<file path="src/rtl/poly_eval_seq_if.sv">
// Load/result bus for poly_eval_seq: coefficient/x input with go strobe, result and status back.
interface poly_eval_seq_if #(
  parameter int unsigned WIDTH = 8
);
  logic             go;
  logic [WIDTH-1:0] data_in;
  logic [WIDTH-1:0] data_result;
  logic             done;
  logic             busy;
  logic             ovf;

  modport master (
    output go,
    output data_in,
    input  data_result,
    input  done,
    input  busy,
    input  ovf
  );

  modport slave (
    input  go,
    input  data_in,
    output data_result,
    output done,
    output busy,
    output ovf
  );
endinterface

</file>
<file path="src/rtl/poly_eval_seq.sv">
// Sequential unsigned polynomial evaluator: loads DEGREE+1 coefficients then x, Horner on one ALU.
// Define POLY_EVAL_OVF_EN to build the sticky overflow flag; otherwise ovf is tied low.
module poly_eval_seq #(
  parameter int unsigned WIDTH  = 8,
  parameter int unsigned DEGREE = 2
) (
  input logic            clk,
  input logic            resetn,
  poly_eval_seq_if.slave bus
);

  localparam int unsigned IdxW = $clog2(DEGREE + 2);
  localparam int unsigned KW   = $clog2(DEGREE + 1);
`ifdef POLY_EVAL_OVF_EN
  localparam int unsigned ProdW = 2 * WIDTH;
  localparam int unsigned SumW  = WIDTH + 1;
`else
  localparam int unsigned ProdW = WIDTH;
  localparam int unsigned SumW  = WIDTH;
`endif

  typedef enum logic [2:0] {StLoad, StLoadWait, StInit, StMul, StAdd} state_e;

  state_e            state_q, state_d;
  logic [IdxW-1:0]   idx_q, idx_d;
  logic [KW-1:0]     k_q, k_d;
  logic [WIDTH-1:0]  acc_q, acc_d;
  logic [WIDTH-1:0]  x_q, x_d;
  logic [WIDTH-1:0]  coef_q [DEGREE+1];
  logic [WIDTH-1:0]  coef_d [DEGREE+1];
  logic [WIDTH-1:0]  result_q, result_d;
  logic              done_q, done_d;
  logic              busy_q, busy_d;

  logic [WIDTH-1:0]  ck;
  logic [ProdW-1:0]  prod;
  logic [SumW-1:0]   sum;

  always_comb begin
    ck = '0;
    for (int i = 0; i <= int'(DEGREE); i++) begin
      if (k_q == KW'(i)) ck = coef_q[i];
    end
  end

  assign prod = acc_q * x_q;
  assign sum  = acc_q + ck;

  always_comb begin
    state_d  = state_q;
    idx_d    = idx_q;
    k_d      = k_q;
    acc_d    = acc_q;
    x_d      = x_q;
    coef_d   = coef_q;
    result_d = result_q;
    done_d   = 1'b0;
    unique case (state_q)
      StLoad: begin
        // Load order runs from the leading coefficient down, x last.
        if (idx_q == IdxW'(DEGREE + 1)) begin
          x_d = bus.data_in;
        end else begin
          for (int i = 0; i <= int'(DEGREE); i++) begin
            if (idx_q == IdxW'(int'(DEGREE) - i)) coef_d[i] = bus.data_in;
          end
        end
        if (bus.go) state_d = StLoadWait;
      end
      StLoadWait: begin
        if (!bus.go) begin
          if (idx_q == IdxW'(DEGREE + 1)) begin
            idx_d   = '0;
            state_d = StInit;
          end else begin
            idx_d   = idx_q + 1'b1;
            state_d = StLoad;
          end
        end
      end
      StInit: begin
        acc_d   = coef_q[DEGREE];
        k_d     = KW'(DEGREE - 1);
        state_d = StMul;
      end
      StMul: begin
        acc_d   = prod[WIDTH-1:0];
        state_d = StAdd;
      end
      StAdd: begin
        if (k_q == '0) begin
          result_d = sum[WIDTH-1:0];
          done_d   = 1'b1;
          state_d  = StLoad;
        end else begin
          acc_d   = sum[WIDTH-1:0];
          k_d     = k_q - 1'b1;
          state_d = StMul;
        end
      end
      default: state_d = StLoad;
    endcase
    busy_d = (state_d == StInit) || (state_d == StMul) || (state_d == StAdd);
  end

  always_ff @(posedge clk or negedge resetn) begin
    if (!resetn) begin
      state_q  <= StLoad;
      idx_q    <= '0;
      k_q      <= '0;
      acc_q    <= '0;
      x_q      <= '0;
      result_q <= '0;
      done_q   <= 1'b0;
      busy_q   <= 1'b0;
      for (int i = 0; i <= int'(DEGREE); i++) coef_q[i] <= '0;
    end else begin
      state_q  <= state_d;
      idx_q    <= idx_d;
      k_q      <= k_d;
      acc_q    <= acc_d;
      x_q      <= x_d;
      result_q <= result_d;
      done_q   <= done_d;
      busy_q   <= busy_d;
      coef_q   <= coef_d;
    end
  end

  assign bus.data_result = result_q;
  assign bus.done        = done_q;
  assign bus.busy        = busy_q;

`ifdef POLY_EVAL_OVF_EN
  logic flag_q, flag_d;
  logic ovf_q, ovf_d;

  always_comb begin
    flag_d = flag_q;
    ovf_d  = ovf_q;
    unique case (state_q)
      StInit: flag_d = 1'b0;
      StMul:  flag_d = flag_q | (|prod[ProdW-1:WIDTH]);
      StAdd: begin
        flag_d = flag_q | sum[WIDTH];
        if (k_q == '0) ovf_d = flag_q | sum[WIDTH];
      end
      default: ;
    endcase
  end

  always_ff @(posedge clk or negedge resetn) begin
    if (!resetn) begin
      flag_q <= 1'b0;
      ovf_q  <= 1'b0;
    end else begin
      flag_q <= flag_d;
      ovf_q  <= ovf_d;
    end
  end

  assign bus.ovf = ovf_q;
`else
  assign bus.ovf = 1'b0;
`endif

endmodule

</file>
<file path="src/flat_wrapper.sv">
// flat-port wrapper written by rule: the top's interface ports become plain ports
module poly_eval_seq_flat 
#(
  parameter int unsigned WIDTH  = 8,
  parameter int unsigned DEGREE = 2
)
  (clk, resetn, bus_go, bus_data_in, bus_data_result, bus_done, bus_busy, bus_ovf);
  poly_eval_seq_if #(.WIDTH(WIDTH)) bus_i ();
  input logic clk;
  input logic resetn;
  input wire logic [$bits(bus_i.go)-1:0] bus_go;
  input wire logic [$bits(bus_i.data_in)-1:0] bus_data_in;
  output wire logic [$bits(bus_i.data_result)-1:0] bus_data_result;
  output wire logic [$bits(bus_i.done)-1:0] bus_done;
  output wire logic [$bits(bus_i.busy)-1:0] bus_busy;
  output wire logic [$bits(bus_i.ovf)-1:0] bus_ovf;
  assign bus_i.go = bus_go;
  assign bus_i.data_in = bus_data_in;
  assign bus_data_result = bus_i.data_result;
  assign bus_done = bus_i.done;
  assign bus_busy = bus_i.busy;
  assign bus_ovf = bus_i.ovf;
  poly_eval_seq #(.WIDTH(WIDTH), .DEGREE(DEGREE)) u_core (.clk(clk), .resetn(resetn), .bus(bus_i));
endmodule
</file>
<file path="config.mk">
export PLATFORM = sky130hd
export DESIGN_NAME = poly_eval_seq_flat
export DESIGN_NICKNAME = d
export VERILOG_FILES = /design/src/rtl/poly_eval_seq_if.sv /design/src/rtl/poly_eval_seq.sv /design/src/flat_wrapper.sv
export SDC_FILE = /design/constraint.sdc
export NUM_CORES = 1
export LEC_CHECK = 0
export CAP_MARGIN = 20
export CORE_ASPECT_RATIO = 0.75
export CORE_MARGIN = 2
export CORE_UTILIZATION = 46
export DETAILED_ROUTE_END_ITERATION = 12
export GPL_TIMING_DRIVEN = 1
export MAX_ROUTING_LAYER = met4
export PLACE_DENSITY = 0.67
export SLEW_MARGIN = 20
export SYNTH_ARGS = -nofsm -noshare
export SYNTH_HDL_FRONTEND = slang
export SYNTH_SLANG_ARGS = --single-unit
</file>
<file path="constraint.sdc">
create_clock -name clk -period 6.9 [get_ports clk]
set_clock_uncertainty 0.1 [all_clocks]
set_input_delay 0.69 -clock clk [delete_from_list [all_inputs] [get_ports clk]]
set_output_delay 0.69 -clock clk [all_outputs]
set_load 0.1 [all_outputs]
</file>
# Yosys cells after proc, flatten, opt, wreduce, memory -nomap -nowiden
# Cells that the tools add are included.
# word_totals
mem_bits_ro,0
ff_bits,57
inputBits,11
ram_bits,0
elab_cells,60
latchBits,0
out_inout_bits,11
n_memories,0
# classes
n_eq_ne,13
shifts,0
muxes,15
bitwise,2
order_cmp,0
add_sub_neg,3
n_div,0
n_mul,1
reduce_logical,15
# ops
op,count
$mux 8,4
$pmux 8 s3,1
$pmux 3 s5,1
$eq 3x2->1 const B,4
$reduce_and 2->1,5
$reduce_and 3->1,3
$add 8x8->8,1
$mul 8x8->8,1
$mux 2,4
$eq 2x2->1 const B,3
$eq 3x3->1 const B,2
$mux 3,2
$eq 2x1->1 const B,2
$logic_not 2->1,2
$pmux 2 s2,1
$eq 3x1->1 const B,1
$logic_not 3->1,1
$reduce_bool 3->1,1
$add 2x1->2 const B,1
$logic_or 1x1->1,2
$mux 1,2
$ne 2x2->1 const B,1
$not 1->1,2
$reduce_bool 2->1,1
$sub 2x1->2 const B,1

# Longest topological paths before layout
# depth
word_depth,7
mapped_depth,16
mapped_depth_nobuf,16

# Least setup slack after synthesis
# No wires, ideal clock.
# synth_timing
path_kind,register to register
from,reg u_core.acc_q[1]
to,reg u_core.acc_q[7]
t_required_ps,6678
n_path_buf,0
setup_time_ps,122
path_stages_with_launch,16
arrival_time_ps,3936
period_less_slack_ps,4159
path_slack_ps,2741
path_cell_list,dfrtp_1 nand2_1 fa_1 fa_1 inv_1 fa_1 inv_1 fa_1 inv_1 ha_1 a21oi_1 xnor3_1 xnor3_1 nand2_1 o311ai_1 o2bb2ai_1
# synth_via
elab_chain_len,3
word_cells_on_any_way,4
cone_classes,add/sub (1); mul (1); mux (2)
# synth_lines
item,line_no,rtl
"start, declared",poly_eval_seq.sv:27,"logic [WIDTH-1:0] acc_q, acc_d;"
"start signal, assigned",poly_eval_seq.sv:111,acc_q <= '0;
"start signal, assigned",poly_eval_seq.sv:121,acc_q <= acc_d;
branches (longest 2 deep; another with $mul 8x8->8),-,
$pmux 8 s3 *,poly_eval_seq.sv:58,unique case (state_q)
# Mark *: on every way between the ends. The select of a mux whose other input is x is not followed.
# A chain may end at the register's enable or synchronous reset.

# Final worst setup path
# Same ends and word-level chain as after synthesis.

==> impl_metrics.xml <==
<?xml version="1.0" encoding="UTF-8"?>
<metrics>
  <group name="worst_setup_path">
    <metric name="required" unit="ns">7.02</metric>
    <metric name="worstReg2RegEnd" unit="">u_core.acc_q[7]</metric>
    <metric name="r2r_start" unit="">u_core.acc_q[1]</metric>
    <metric name="reg2regPathDepth" unit="">15</metric>
    <metric name="worst-setup-path-type" unit="">reg -&gt; reg</metric>
    <metric name="critPathCaptureType" unit="">register</metric>
    <metric name="worst_setup_path_start_kind" unit="">register</metric>
    <metric name="critical_path_arrival" unit="ns">4.53</metric>
    <metric name="critical_path.max_fanout" unit="">10</metric>
    <metric name="r2r_setup_slack" unit="ns">2.49</metric>
  </group>
  <group name="cts">
    <metric name="cts_bufs_inserted" unit="">9</metric>
    <metric name="cts.clk_slew.worst_paths" unit="ns">0.06</metric>
    <metric name="cell_at_the_root_of_the_clock_tree" unit="">sky130_fd_sc_hd__clkbuf_8</metric>
    <metric name="post-cts-setup-buffers" unit="">0</metric>
    <metric name="clock_tree_from_tritoncts" unit="">yes</metric>
    <metric name="htreeDepth" unit="">3</metric>
    <metric name="tritoncts_num_sinks" unit="">57</metric>
    <metric name="clkLatencyLatePin" unit="ns">0.34</metric>
    <metric name="cts.path.max_buffers" unit="">2</metric>
    <metric name="ctsHoldBuffers" unit="">0</metric>
    <metric name="post_cts_resize_count" unit="">0</metric>
  </group>
  <group name="synth">
    <metric name="ys_ff_latch" unit="">57</metric>
    <metric name="postSynth.asyncResetShare" unit="%">100</metric>
    <metric name="netlist_top_cells_area" unit="">sky130_fd_sc_hd__dfrtp_1 37%, sky130_fd_sc_hd__mux2_1 11%, sky130_fd_sc_hd__ha_1 9.7%, sky130_fd_sc_hd__fa_1 6.8%, sky130_fd_sc_hd__nand2_1 4.7%</metric>
    <metric name="post_synth_edffs" unit="">0</metric>
    <metric name="synthesis.area" unit="um^2">3850</metric>
    <metric name="post_synth_inst_count" unit="">368</metric>
    <metric name="unique_cell_type_count_in_the_yosys_netlist" unit="">54</metric>
    <metric name="synth_area_per_cell" unit="um^2">10.5</metric>
    <metric name="yosysWarningCount" unit="">0</metric>
    <metric name="synth_seq_area_share" unit="%">37.0</metric>
    <metric name="dominantRegCellSynth" unit="">sky130_fd_sc_hd__dfrtp_1</metric>
    <metric name="synthDominantAreaCellType" unit="">sky130_fd_sc_hd__dfrtp_1</metric>
    <metric name="yosysTopAreaCellShare" unit="%">37.0</metric>
    <metric name="synth.net_count" unit="">422</metric>
  </group>
  <group name="final_layout">
    <metric name="fillCellCount" unit="">715</metric>
    <metric name="multiInputGateArea" unit="um^2">2240</metric>
    <metric name="stdcell_area" unit="um^2">4390</metric>
    <metric name="seqCellArea" unit="um^2">1430</metric>
    <metric name="layout-area-overhead-vs-synth" unit="%">14.0</metric>
    <metric name="layoutNonFillerInstCount" unit="">501</metric>
    <metric name="drive_above_1_share" unit="%">10.4</metric>
    <metric name="layout.cells.most_common" unit="">sky130_fd_sc_hd__dfrtp_1</metric>
    <metric name="layout_common_cells" unit="">57 x sky130_fd_sc_hd__dfrtp_1, 48 x sky130_fd_sc_hd__nand2_1, 38 x sky130_fd_sc_hd__mux2_1</metric>
    <metric name="design.final.nets" unit="">445</metric>
    <metric name="n_antenna_cell" unit="">0</metric>
  </group>
  <group name="drt">
    <metric name="wl_per_cell" unit="um">16.1</metric>
    <metric name="via_total_after_detailed_routing" unit="">2655</metric>
    <metric name="drtAntennaViolNets" unit="">0</metric>
    <metric name="routed_wirelength" unit="um">8090</metric>
    <metric name="drt-vias-per-instance" unit="">5.30</metric>
    <metric name="remaining_drc_errors" unit="">0</metric>
    <metric name="drt-pass1-iter-count" unit="">4</metric>
    <metric name="drt_first_iter_violations" unit="">157</metric>
  </group>
  <group name="timing">
    <metric name="timing.slew.headroom" unit="%">35.3</metric>
    <metric name="rsz_0062_raised_after_global_routing" unit="">false</metric>
    <metric name="setup_violators_final" unit="">0</metric>
    <metric name="finalSetupTns" unit="ns">0</metric>
    <metric name="period_share" unit="%">63.9</metric>
    <metric name="final_hold_viol_count" unit="">0</metric>
    <metric name="max_freq" unit="MHz">227</metric>
    <metric name="period_needed" unit="ns">4.41</metric>
    <metric name="timing_max_transition_violations_final" unit="">0</metric>
    <metric name="worstMarginPinSlew" unit="ns">0.967</metric>
  </group>
  <group name="place">
    <metric name="detailedPlacementHpwl" unit="um">6290</metric>
    <metric name="numPlacedInstances" unit="">485</metric>
    <metric name="gp_congestion" unit="">0.874</metric>
    <metric name="buffer_ports.inserted" unit="">20</metric>
    <metric name="placed_area" unit="um^2">4140</metric>
  </group>
  <group name="hold_path">
    <metric name="hold_crit_class" unit="">in -&gt; async</metric>
  </group>
  <group name="floorplan">
    <metric name="floorplan.die.height" unit="um">83.2</metric>
    <metric name="i_o_pins" unit="">22</metric>
    <metric name="placeableCoreArea" unit="um^2">8020</metric>
    <metric name="start_util" unit="%">48.0</metric>
    <metric name="die_w" unit="um">110</metric>
    <metric name="design.die.area" unit="um^2">9130</metric>
    <metric name="core.rowCount" unit="">28</metric>
  </group>
  <group name="grt">
    <metric name="groute.usage.overall" unit="%">20.3</metric>
    <metric name="antenna_found_initial" unit="">0</metric>
    <metric name="grt_first_pass_wirelength" unit="um">13700</metric>
    <metric name="first_global_vias" unit="">2713</metric>
    <metric name="largest_net_degree_at_the_start_of_global_routing" unit="">58</metric>
    <metric name="overflow" unit="">0</metric>
  </group>
  <group name="job">
    <metric name="cap_viol_max_count" unit="">0</metric>
  </group>
  <group name="outcome">
    <metric name="status" unit="">completed</metric>
  </group>
</metrics>
[Yosys cell counts, types with 3 or more instances]
cell                       count
sky130_fd_sc_hd__nand2_1      48
sky130_fd_sc_hd__o21ai_1      10
sky130_fd_sc_hd__dfrtp_1      57
sky130_fd_sc_hd__o21ai_0       4
sky130_fd_sc_hd__mux2_1       38
sky130_fd_sc_hd__a22oi_1       5
sky130_fd_sc_hd__and2_1       12
sky130_fd_sc_hd__a21o_1        5
sky130_fd_sc_hd__xnor2_1      12
sky130_fd_sc_hd__fa_1         13
sky130_fd_sc_hd__buf_2         3
sky130_fd_sc_hd__xor2_1        5
sky130_fd_sc_hd__nor2_1       20
sky130_fd_sc_hd__a31oi_1       4
sky130_fd_sc_hd__inv_1        31
sky130_fd_sc_hd__or3_1         3
sky130_fd_sc_hd__clkbuf_1      4
sky130_fd_sc_hd__ha_1         30
sky130_fd_sc_hd__a21oi_1      20
sky130_fd_sc_hd__and2_2        5
[kinds of logic (layout without fill, tap and decap cells)]
kind of cell             count (synthesis)  in the layout  synth area share, %
AO/OA/AOI/OAI                           60             60                 10.0
XOR/XNOR                                21             21                 5.88
adder cells (fa/ha/maj)                 43             43                 16.5
buffers and inverters                   43             71                 4.84
flip-flops                              57             57                 37.0
multiplexers                            41             41                 12.0
other                                    1              1               0.0974
AND/OR/NAND/NOR                        102            102                 13.6
[sequential cells by signal (all words and copies together), names as in the netlist, 2 cells and up]
signal / flops
u_core.coef_q: 24
u_core.bus.data_result: 8
u_core.idx_q: 2
u_core.k_q: 2
u_core.acc_q: 8
u_core.x_q: 8
u_core.state_q: 3
[how the worst max path moves through the flow]
stage,endpoint,slack (ns),cells after the start,start
floorplan,u_core.acc_q[7],2.74,15,u_core.acc_q[1]
global placement,u_core.acc_q[7],2.61,15,u_core.acc_q[1]
detailed placement,u_core.acc_q[7],2.48,15,u_core.acc_q[1]
CTS,u_core.acc_q[7],2.47,15,u_core.acc_q[1]
global route,u_core.acc_q[7],2.24,15,u_core.acc_q[1]
finish,u_core.acc_q[7],2.49,15,u_core.acc_q[1]
[through the flow]
| step | hold WS, ns | setup slack, ns | utilization (%) |
|---|---|---|---|
| floorplan | 0.294 | 2.74 | - |
| finish | 0.385 | 2.49 | 54.7 |
| detailed placement | 0.378 | 2.48 | 51.6 |
| CTS | 0.392 | 2.47 | 54.7 |
| global route | 0.415 | 2.24 | 54.7 |
| global placement | 0.367 | 2.61 | 51.6 |
[cell type report]
cell class              instances  share of cell area [%]
clock buffers                  12                    3.53
clock inverters                 4                    2.25
inverters                      34                    3.13
repair buffers                 21                    4.62
well taps                     105                    2.99
multi-input cells             268                    51.0
flip-flops and latches         57                    32.5
[worst max-delay path: stages (launching register included)]
cell and delay (ns):
sky130_fd_sc_hd__dfrtp_1 0.54, sky130_fd_sc_hd__nand2_1 0.13, sky130_fd_sc_hd__fa_1 0.47, sky130_fd_sc_hd__fa_1 0.55, sky130_fd_sc_hd__inv_1 0.05, sky130_fd_sc_hd__fa_1 0.47, sky130_fd_sc_hd__inv_1 0.05, sky130_fd_sc_hd__fa_1 0.53
sky130_fd_sc_hd__inv_1 0.05, sky130_fd_sc_hd__ha_1 0.32, sky130_fd_sc_hd__a21oi_1 0.16, sky130_fd_sc_hd__xnor3_1 0.23, sky130_fd_sc_hd__xnor3_1 0.36, sky130_fd_sc_hd__nand2_1 0.07, sky130_fd_sc_hd__o311ai_1 0.10, sky130_fd_sc_hd__o2bb2ai_1 0.13
[metal layers]
layer  GRT usage (%)  wire (um)
met5               -          0
met4            5.87         30
met3            4.08        409
met2            27.8       3450
met1            30.3       4200
Power is not shown: default switching activity piles up to over one toggle a cycle in this logic, so the estimate is an artifact.
